==> config.mk <==
export PLATFORM = sky130hd
export DESIGN_NAME = kernel_link_stats
export DESIGN_NICKNAME = d
export VERILOG_FILES = /design/src/rtl/kernel_link_stats.sv
export SDC_FILE = /design/constraint.sdc
export NUM_CORES = 1
export LEC_CHECK = 0
export CORE_MARGIN = 1
export CORE_UTILIZATION = 55
export CTS_CLUSTER_SIZE = 24
export DETAILED_ROUTE_END_ITERATION = 16
export PLACE_DENSITY_LB_ADDON = 0.2
export SYNTH_ARGS = -nofsm -noshare
export SYNTH_HDL_FRONTEND = slang
export SYNTH_SLANG_ARGS = --single-unit
==> constraint.sdc <==
create_clock -name ap_clk -period 5.09 [get_ports ap_clk]
set_clock_uncertainty 0.05 [all_clocks]
set_input_delay 1.018 -clock ap_clk [delete_from_list [all_inputs] [get_ports ap_clk]]
set_output_delay 1.018 -clock ap_clk [all_outputs]
set_load 0.01 [all_outputs]
==> src/rtl/kernel_link_stats.sv <==
// Per-channel send/receive counters, windowed rates, outstanding-frame lag flags and a snapshot read port.
// Optional define KERNEL_LINK_STATS_SAT_EN makes the cumulative counters saturate instead of wrapping.
module kernel_link_stats #(
   parameter int NUM_CH = 2,
   parameter int CNT_W  = 32,
   parameter int WIN_W  = 24,
   parameter int ADDR_W = 6
) (
   input  logic              ap_clk,
   input  logic              ap_rst_n,
   input  logic [NUM_CH-1:0] ev_tx,
   input  logic [NUM_CH-1:0] ev_rx,
   input  logic              clr,
   input  logic              snap,
   input  logic [WIN_W-1:0]  win_len,
   input  logic [CNT_W-1:0]  lag_thr,
   input  logic              rd_en,
   input  logic [ADDR_W-1:0] rd_addr,
   output logic [CNT_W-1:0]  rd_data,
   output logic              rd_valid,
   output logic [NUM_CH-1:0] lag_err,
   output logic              win_tick
);

   localparam int SLOT_W   = ADDR_W - 2;
   localparam int NUM_SLOT = 1 << SLOT_W;

   logic [WIN_W-1:0] wcnt_reg;
   logic [WIN_W-1:0] wcnt_next;
   logic             win_tick_reg;
   logic             win_close;
   logic             win_off;

   logic [CNT_W-1:0] shadow_tx_w [NUM_SLOT];
   logic [CNT_W-1:0] shadow_rx_w [NUM_SLOT];
   logic [WIN_W-1:0] tx_rate_w   [NUM_SLOT];
   logic [WIN_W-1:0] rx_rate_w   [NUM_SLOT];

   logic [CNT_W-1:0]  rd_data_reg;
   logic [CNT_W-1:0]  rd_word;
   logic              rd_valid_reg;
   logic [SLOT_W-1:0] rd_ch;

   // A shrunken win_len takes effect at once: any wcnt at or past the new end closes the window.
   assign win_off   = (win_len == '0);
   assign win_close = !win_off && (wcnt_reg >= (win_len - WIN_W'(1)));

   always_comb begin
      wcnt_next = wcnt_reg + WIN_W'(1);
      if (clr || win_off || win_close) begin
         wcnt_next = '0;
      end
   end

   always_ff @(posedge ap_clk) begin
      if (!ap_rst_n) begin
         wcnt_reg     <= '0;
         win_tick_reg <= 1'b0;
      end else begin
         wcnt_reg     <= wcnt_next;
         win_tick_reg <= win_close && !clr;
      end
   end

   genvar gi;
   generate
      for (gi = 0; gi < NUM_CH; gi++) begin : g_ch
         logic [CNT_W-1:0] tx_cnt_reg, rx_cnt_reg;
         logic [CNT_W-1:0] tx_cnt_next, rx_cnt_next;
         logic [CNT_W-1:0] shadow_tx_reg, shadow_rx_reg;
         logic [CNT_W-1:0] out_val;
         logic [WIN_W-1:0] tx_acc_reg, rx_acc_reg;
         logic [WIN_W-1:0] tx_acc_next, rx_acc_next;
         logic [WIN_W-1:0] tx_rate_reg, rx_rate_reg;
         logic             lag_reg;

`ifdef KERNEL_LINK_STATS_SAT_EN
         assign tx_cnt_next = (ev_tx[gi] && (tx_cnt_reg != '1)) ? tx_cnt_reg + CNT_W'(1) : tx_cnt_reg;
         assign rx_cnt_next = (ev_rx[gi] && (rx_cnt_reg != '1)) ? rx_cnt_reg + CNT_W'(1) : rx_cnt_reg;
`else
         assign tx_cnt_next = tx_cnt_reg + CNT_W'(ev_tx[gi]);
         assign rx_cnt_next = rx_cnt_reg + CNT_W'(ev_rx[gi]);
`endif

         // Window accumulators include the current cycle's event so the terminal cycle is counted.
         assign tx_acc_next = (ev_tx[gi] && (tx_acc_reg != '1)) ? tx_acc_reg + WIN_W'(1) : tx_acc_reg;
         assign rx_acc_next = (ev_rx[gi] && (rx_acc_reg != '1)) ? rx_acc_reg + WIN_W'(1) : rx_acc_reg;
         assign out_val     = tx_cnt_reg - rx_cnt_reg;

         always_ff @(posedge ap_clk) begin
            if (!ap_rst_n) begin
               tx_cnt_reg    <= '0;
               rx_cnt_reg    <= '0;
               shadow_tx_reg <= '0;
               shadow_rx_reg <= '0;
               tx_acc_reg    <= '0;
               rx_acc_reg    <= '0;
               tx_rate_reg   <= '0;
               rx_rate_reg   <= '0;
               lag_reg       <= 1'b0;
            end else begin
               if (snap) begin
                  shadow_tx_reg <= tx_cnt_reg;
                  shadow_rx_reg <= rx_cnt_reg;
               end
               if (clr) begin
                  tx_cnt_reg  <= '0;
                  rx_cnt_reg  <= '0;
                  tx_acc_reg  <= '0;
                  rx_acc_reg  <= '0;
                  tx_rate_reg <= '0;
                  rx_rate_reg <= '0;
                  lag_reg     <= 1'b0;
               end else begin
                  tx_cnt_reg <= tx_cnt_next;
                  rx_cnt_reg <= rx_cnt_next;
                  lag_reg    <= lag_reg || (out_val > lag_thr);
                  if (win_close) begin
                     tx_rate_reg <= tx_acc_next;
                     rx_rate_reg <= rx_acc_next;
                     tx_acc_reg  <= '0;
                     rx_acc_reg  <= '0;
                  end else if (win_off) begin
                     // Hold accumulators empty so re-enabling starts a clean window.
                     tx_acc_reg <= '0;
                     rx_acc_reg <= '0;
                  end else begin
                     tx_acc_reg <= tx_acc_next;
                     rx_acc_reg <= rx_acc_next;
                  end
               end
            end
         end

         assign shadow_tx_w[gi] = shadow_tx_reg;
         assign shadow_rx_w[gi] = shadow_rx_reg;
         assign tx_rate_w[gi]   = tx_rate_reg;
         assign rx_rate_w[gi]   = rx_rate_reg;
         assign lag_err[gi]     = lag_reg;
      end

      // Unpopulated address slots read as zero.
      for (gi = NUM_CH; gi < NUM_SLOT; gi++) begin : g_pad
         assign shadow_tx_w[gi] = '0;
         assign shadow_rx_w[gi] = '0;
         assign tx_rate_w[gi]   = '0;
         assign rx_rate_w[gi]   = '0;
      end
   endgenerate

   assign rd_ch = rd_addr[ADDR_W-1:2];

   always_comb begin
      rd_word = '0;
      case (rd_addr[1:0])
         2'd0: rd_word = shadow_tx_w[rd_ch];
         2'd1: rd_word = shadow_rx_w[rd_ch];
         2'd2: rd_word = CNT_W'(tx_rate_w[rd_ch]);
         2'd3: rd_word = CNT_W'(rx_rate_w[rd_ch]);
      endcase
   end

   always_ff @(posedge ap_clk) begin
      if (!ap_rst_n) begin
         rd_data_reg  <= '0;
         rd_valid_reg <= 1'b0;
      end else begin
         rd_valid_reg <= rd_en;
         if (rd_en) begin
            rd_data_reg <= rd_word;
         end
      end
   end

   assign rd_data  = rd_data_reg;
   assign rd_valid = rd_valid_reg;
   assign win_tick = win_tick_reg;

endmodule

=== Word-level counts from Yosys, hierarchy flattened ===
Index checks and enable logic that the tools add are counted.

* Add/subtract/negate cells: 12
* Order comparisons: 4
* Equal/unequal tests: 7
* Muxes and demuxes: 17
* Bitwise gates (word level): 2
* Reductions and logical operators: 17

{| class="wikitable"
|+ Operators with widths
! operator !! number
|-
| $bmux W32 S4 || 2
|-
| $bmux W24 S4 || 2
|-
| $mux W24 || 8
|-
| $add A32 B1 Y32 || 4
|-
| $mux W32 || 4
|-
| $pmux W32 S4 || 1
|-
| $add A24 B1 Y24 const B || 5
|-
| $ne A24 B24 Y1 const B || 4
|-
| $gt A32 B32 Y1 || 2
|-
| $sub A32 B32 Y32 || 2
|-
| $ge A24 B24 Y1 || 1
|-
| $logic_not A24 Y1 || 1
|-
| $sub A24 B1 Y24 const B || 1
|-
| $logic_and A1 B1 Y1 || 6
|-
| $ge A5 B5 Y1 const B || 1
|-
| $not A4 Y5 || 1
|-
| $eq A2 B2 Y1 const B || 2
|-
| $logic_or A1 B1 Y1 || 4
|-
| $reduce_or A2 Y1 || 2
|-
| $reduce_or A4 Y1 || 1
|-
| $eq A2 B1 Y1 const B || 1
|-
| $logic_not A1 Y1 || 2
|-
| $logic_not A2 Y1 || 1
|-
| $not A1 Y1 || 1
|}

* Flip-flop bits (word level): 508
* Bits of input ports: 71

=== Depth between registers and ports, before layout ===
Gate-level depths: netlist (run 1).

* Word-level depth: 5
* Depth in mapped cells: 20
* Mapped depth without buffers: 20

=== Worst setup path after synthesis (run 1) ===
Ideal clock, no wire load.

* Kind: input port to flip-flop
* Start: in win_len[2]
* End: reg g_ch[1].rx_rate_reg[10]
* Arrival: 4.852 ns
* Setup slack: 0.107 ns
* Stages: 15
* Path buffers: 2
* Cell sequence: or3_1 or3b_4 or2_4 or3_4 nand2b_4 nor3_1 xnor2_1 ha_1 nand4_1 or3_1 o21ai_1 clkbuf_1 clkbuf_1 a21oi_2 a211oi_2

* Cells in the longest elaborated chain, start to end: 3

{| class="wikitable"
|+ RTL lines
! item !! RTL line !! source
|-
| start, declared || 15 || <nowiki>input logic [WIN_W-1:0] win_len,</nowiki>
|-
| $sub A24 B1 Y24 / $logic_not A24 Y1 (equally long branches) || 46, 45 ||
|-
| $ge A24 B24 Y1 / $logic_not A1 Y1 (equally long branches) || 46 || <nowiki>assign win_close = !win_off && (wcnt_reg >= (win_len - WIN_W'(1)));</nowiki>
|-
| $logic_and A1 B1 Y1 * || 46 ||
|-
| end signal, assigned || 120 || <nowiki>rx_rate_reg <= rx_acc_next;</nowiki>
|-
| end, declared || 74 || <nowiki>logic [WIN_W-1:0] tx_rate_reg, rx_rate_reg;</nowiki>
|}

Mark *: on every way between the ends. The rest lies on a longest branch, timed or not.
A chain may end at the register's enable or synchronous reset.

=== Worst setup path in the final report (run 1) ===
* Start: in win_len[2]
* End: reg g_ch[1].rx_rate_reg[4]

The elaborated chain is that of the path after synthesis.

==> results of run 1 <==
critical path, cell delays in order:
cell and delay [ps]:
clkdlybuf4s50_1 420, or3_1 420, or3b_4 400, or2_4 260, or3_4 380, nand2b_4 150, nor3_1 170, xnor2_1 90
ha_1 300, nand4_1 100, or3_1 420, o21a_2 260, nor2_4 380, buf_12 250, a211oi_1 100
synthesized netlist by cell type, types with 5 or more instances:
cell type,instances
dfxtp_1,508
nor2_1,350
a21oi_1,195
xnor2_1,188
mux2i_1,184
ha_1,164
nor2b_1,147
nand2_1,139
inv_1,133
clkbuf_1,103
xor2_1,102
nand3_1,95
a211oi_1,93
o21ai_0,83
nand4_1,67
a21o_1,60
nor3_1,50
and3_1,45
or3_1,34
nor4_1,23
o22ai_1,23
and2_1,20
and4_1,19
mux4_2,18
a221oi_1,17
buf_1,17
o21a_1,17
a22oi_1,16
nand2b_1,16
buf_4,14
or2_2,12
a21oi_2,11
a211oi_2,10
a31oi_1,10
buf_2,10
o211ai_1,9
a22o_1,8
o21bai_1,8
buf_6,6
a211o_1,5
metrics by stage:
stage | instance area (sq um) | utilization (%) | setup slack [ps]
CTS | 30800 | 63.0 | 142
global placement | 29100 | 59.5 | -417
detailed placement | 29100 | 59.5 | -463
floorplan | 27200 | - | 107
finish | 30800 | 63.1 | 335
global route | 30800 | 63.1 | 64.2
power groups by stage:
| stage | logic, mW | clock network (mW) | registers (mW) |
|---|---|---|---|
| 2_1_floorplan | 0.373 | 0 | 4.08 |
| 4_1_cts | 0.568 | 3.92 | 3.99 |
| 6_report | 0.572 | 3.87 | 3.99 |
| 3_5_place_dp | 0.565 | 0 | 4.08 |
| 5_1_grt | 0.624 | 4.08 | 3.99 |
| 3_3_place_gp | 0.545 | 0 | 4.08 |
layer usage:
| metal | track usage [%] | vias up | wire (um) |
|---|---|---|---|
| li1 | - | 11000 | - |
| met1 | 39.4 | 10800 | 33700 |
| met2 | 49.6 | 626 | 35100 |
| met3 | 3.00 | 114 | 3720 |
| met4 | 9.17 | 2 | 1910 |
| met5 | 0 | - | 10 |
repair_timing:
action / 4_1_cts / 5_1_grt
endpoints found under the setup margin: 0 / 217
buffers inserted: 0 / 0
resized for setup: 0 / 4
cells by family after synthesis:
| family | Yosys count |
|---|---|
| fa+ha+maj | 166 |
| simple gates | 1035 |
| flops | 508 |
| xor+xnor | 290 |
| mux | 202 |
| compound gates | 592 |
| buf+inv | 283 |
area by class of cell:
class                           instances  area (sq um)  share of cell area [%]
Timing Repair Buffer                  169          1650                    5.37
Multi-Input combinational cell       2285         15900                    51.8
Tap cell                              664           831                    2.70
Sequential cell                       508         10200                    33.0
Inverter                              133           499                    1.62
Clock inverter                         16           215                   0.699
Clock buffer                           75          1490                    4.83
path summary, 6_finish.rpt:
check / end / depth (start not counted) / slack [ps] / start
setup / recovery: g_ch[1].rx_rate_reg[4] / 15 / 340 / win_len[2]
hold / removal: rd_data[5] / 2 / 410 / rd_data[5]
setup reg to reg: g_ch[0].lag_reg / 18 / 380 / g_ch[0].rx_cnt_reg[0]
hold reg to reg: rd_data[5] / 2 / 410 / rd_data[5]
==> metrics, run 1 <==
Slew Viols, Final=0; Avg WL per Cell=19.3 um; Hold Vio Cnt, Final=0; non-filler cells, final=3850; crit path time final=4750 ps; initial antenna violation count=2; Area Growth Syn to Fin=13.2%; area fraction in compound gates after synthesis=14.1%; synth warn=0; Internal=6.51 mW; Main synth FF type=dfxtp_1; Initial Util=55.7%; most frequent cells in the layout=508 x dfxtp_1, 349 x nor2_1, 195 x a21oi_1, 188 x xnor2_1, 184 x mux2i_1; max-cap violations=0; final WL=74.4 mm; gpl congestion=0.911; power density cells=274 nW/um^2; post-route ant nets=0; die outline height=224 um; drt first pass iters=5; most common cell after layout, fill and taps aside=dfxtp_1; area leader, netlist=dfxtp_1; clk slew on worst S/H paths=60 ps; unrepaired setup endpoints after global routing=false; Worst Hold Class=reg2reg; worst hold margin=406 ps; CTS H-tree depth=2; Sw Share=22.8%; worst skew pair latency=590 ps; DP Cell Count=3759; num ports=107; Nets=3387; largest net degree at the start of global routing=129; fin crit share=93.4%; Clock power frac=45.9%; gr usage total=29.4%; combinational share of power=6.8%; EDFF count, synth=0; TritonCTS buffer count=53; vias per cell=5.83; Bufs on Longest Clock Path=3; Sink Count=508; Mapped Cells=3076; Die W=224 um; CTS tree=built; CP endpoint kind=flip-flop; largest family of logic cells by synthesized area=simple AND/OR/NAND/NOR gates; vias in the first global route=21700; synth unique cells=69; Initial DRC Count=1757; top post-synthesis cells by area=dfxtp_1 37%, ha_1 7.5%, mux2i_1 6.8%, xnor2_1 6.0%, nor2_1 4.8%; relative slew slack=24.8%; # diodes=0; maximum vdd drop=0.256 mV; startpoint types=input pin; die area=50400 sq um; Fmax=210 MHz; IO Port Bufs=106; post-DP HPWL=56.4 mm; post-synthesis cell area=27200 sq um; Post-CTS Hold Buffers=0; required time worst endpoint=5480 ps; reported net switching power=1.93 mW; Vias=22400; Worst-Margin Slew=1130 ps; GRT overflow=0; row count=81; Yosys top cell area share=37.4%; status=finished clean; Seq/Total Area, Yosys=37.4%; area share of and/or/nand/nor cells after synthesis=19.0%; WP data arrival=5140 ps; Finish-stage setup viols=0; DRC violations left=0; mux cell area share after synthesis=8.25%; root buf cell=clkbuf_16; synthesized area per cell=8.85 sq um; Crit Path Class=in2reg; global-route wire length before repair=118 mm; Critical Path Fanout Max=32; filler cell count=4130; Leak=11.8 nW; Yosys reg bits=508; Flop pwr share=47.3%; Post-Synth Adder-Cell Area=7.68%; post-route setup TNS=0 ps; Tot Pwr=8.44 mW; syn_nets=3313; Async S/R FF share, synth=0%; xor/xnor share of the synthesized area=9.33%; share of cells above drive strength 1=6.69%; Core Footprint=48800 sq um
No activity file was read; power rests on OpenSTA's default activity.
==> inputs of run 2 (changes only) <==
==> constraint.sdc (replaced) <==
create_clock -name ap_clk -period 5.09 [get_ports ap_clk]
set_clock_uncertainty 0.05 [all_clocks]
set_input_delay 1.018 -clock ap_clk [delete_from_list [all_inputs] [get_ports ap_clk]]
set_output_delay 1.018 -clock ap_clk [all_outputs]
set_load 0.005 [all_outputs]
==> results of run 2 <==
Same layout as run 1 (identical final DEF). Status: finished clean.
==> inputs of run 3 (changes only) <==
==> constraint.sdc (replaced) <==
create_clock -name ap_clk -period 6.2 [get_ports ap_clk]
set_clock_uncertainty 0.05 [all_clocks]
set_input_delay 1.24 -clock ap_clk [delete_from_list [all_inputs] [get_ports ap_clk]]
set_output_delay 1.24 -clock ap_clk [all_outputs]
set_load 0.005 [all_outputs]
==> metrics, run 3 (synthesized netlist as in run 1, its figures left out) <==
status=finished clean; Flop pwr share=46.4% (-0.9 points); vias in the first global route=21400 (-1.3%); Slew Viols, Final=0 (unchanged); # resized after CTS=0 (unchanged); Nets=3344 (-1.3%); startpoint types=input pin; power density cells=231 nW/um^2; gpl congestion=0.905 (-0.56%); Area Growth Syn to Fin=12.2%; R2R cell count=17 (-1); non-filler cells, final=3817 (-0.86%); Post-CTS Setup Inserts=0 (unchanged); root buf cell=clkbuf_16; unrepaired setup endpoints after global routing=false; Vias=22300 (-0.45%); CP endpoint kind=flip-flop; CTS tree=built; clk slew on worst S/H paths=60 ps (about the same); reported net switching power=1.62 mW; Crit Path Class=in2reg; largest net degree at the start of global routing=135 (+4.7%); post-route setup TNS=0 ps (unchanged); drt first pass iters=6 (+1); num ports=107 (unchanged); Worst Hold Class=reg2reg; Critical Path Fanout Max=93 (+190%); Worst Hold Launch=rd_data[22]; Initial DRC Count=1639 (-6.7%); CTS H-tree depth=2 (unchanged); most common cell after layout, fill and taps aside=dfxtp_1; Crit Reg-Reg Startpoint=g_ch[0].rx_cnt_reg[0]; Fmax=186 MHz; Crit-path slowest cell=clkdlybuf4s50_1; fin crit share=86.9%; DP Cell Count=3716 (-1.1%); Die W=224 um (unchanged); slowest stage delay, CP=470 ps (+50 ps); Core Footprint=48800 sq um (unchanged); worst skew pair latency=610 ps (+20 ps); Hold Path Sink=rd_data[22]; Sw Share=22.9%; Post-CTS Hold Buffers=0 (unchanged); die area=50400 sq um (unchanged); crit path time final=5390 ps; max-cap violations=0 (unchanged); Initial Util=55.7% (unchanged); DRC violations left=0 (unchanged); post-route ant nets=0 (unchanged); Leak=11.6 nW (-1.4%); hold depth=2 (unchanged); gr usage total=28.9% (-0.50 points); Clock power frac=47.1% (+1.2 points); Internal=5.45 mW; WP data arrival=5840 ps (+700 ps); initial antenna violation count=1 (-1); GRT overflow=0 (unchanged); Reg-to-Reg End=g_ch[0].lag_reg; Avg WL per Cell=19.2 um (-0.49%); relative slew slack=21.5% (-3.3 points); Critical Path, Cell by Cell=clkdlybuf4s50_1 > or3_1 > nor3_1 > nand2b_1 > or2_2 > or3_1 > nor3_1 > xnor2_1 > ha_1 > a21o_1 > a21o_1 > a21oi_1 > o21ai_0 > a221oi_1 > o21a_1 > nor2_4 > buf_12 > a211oi_1; post-DP HPWL=54.1 mm (-4.0%); global-route wire length before repair=116 mm (-1.5%); row count=81 (unchanged); vias per cell=5.85 (+0.41%); maximum vdd drop=0.250 mV; r2r setup slk=1250 ps (+870 ps); Finish-stage setup viols=0 (unchanged); required time worst endpoint=6650 ps (+1170 ps); most frequent cells in the layout=508 x dfxtp_1, 349 x nor2_1, 195 x a21oi_1, 188 x xnor2_1, 184 x mux2i_1; share of cells above drive strength 1=5.74% (-0.94 points); combinational share of power=6.5% (-0.3 points); IO Port Bufs=106 (unchanged); TritonCTS buffer count=53 (unchanged); die outline height=224 um (unchanged); Worst-Margin Slew=1170 ps (+46.3 ps); final WL=73.4 mm (-1.3%); Hold Vio Cnt, Final=0 (unchanged); Bufs on Longest Clock Path=3 (unchanged); filler cell count=4152 (+0.53%); Sink Count=508 (unchanged)
## run 3: worst max path at each step
stage,startpoint,to,slack (ps),cells after the start
6_report,win_len[2],g_ch[1].tx_rate_reg[23],810,18
3_3_place_gp,win_len[2],g_ch[0].tx_rate_reg[11],310,18
2_1_floorplan,win_len[2],g_ch[1].rx_rate_reg[10],990,15
3_5_place_dp,win_len[2],g_ch[0].rx_rate_reg[17],280,18
4_1_cts,win_len[2],g_ch[1].tx_rate_reg[23],860,18
5_1_grt,win_len[2],g_ch[1].tx_rate_reg[8],510,18
## run 3: cell type report
cell class / count / area [sq um] / area share [%]
clock inverter: 25 / 274 / 0.897
tap: 664 / 831 / 2.72
antenna: 1 / 2.50 / 0.00819
clock buffer: 75 / 1570 / 5.14
inverter: 133 / 499 / 1.63
multi-input combinational: 2285 / 15900 / 52.1
sequential: 508 / 10200 / 33.3
timing repair buffer: 126 / 1280 / 4.19
## run 3: stage by stage
stage                     util (%)  cell area (sq um)  worst slack, ps  power (mW)  hold WS, ps
after global routing          62.5              30600              505        7.30          442
after detailed placement      58.8              28700              276        3.81          393
after floorplan                  -              27200              995        3.65          387
after CTS                     62.5              30600              855        7.11          407
after global placement        58.8              28700              314        3.79          388
final                         62.6              30600              811        7.07          406
## run 3: critical path, delay by kind of cell
family / cells / cell delay (ps)
fa+ha+maj: 1 / 260
buf+inv: 2 / 720
xor+xnor: 1 / 150
compound gates: 7 / 1620
simple gates: 7 / 1810
## run 3: layer usage
metal / share of wire, % / GRT usage [%] / vias up / routed length, um
met2: 46 / 47.5 / 634 / 33900
met5: 0.018 / 0 / - / 13
li1: - / - / 10900 / -
met1: 45 / 39.2 / 10700 / 33200
met3: 5.4 / 3.17 / 130 / 3950
met4: 3.2 / 10.3 / 2 / 2360
## run 3: power by group through the flow
stage	clock [mW]	combinational (mW)	sequential, mW
floorplan	0	0.306	3.35
global placement	0	0.442	3.35
detailed placement	0	0.458	3.35
CTS	3.37	0.460	3.28
global route	3.52	0.505	3.28
finish	3.33	0.462	3.28
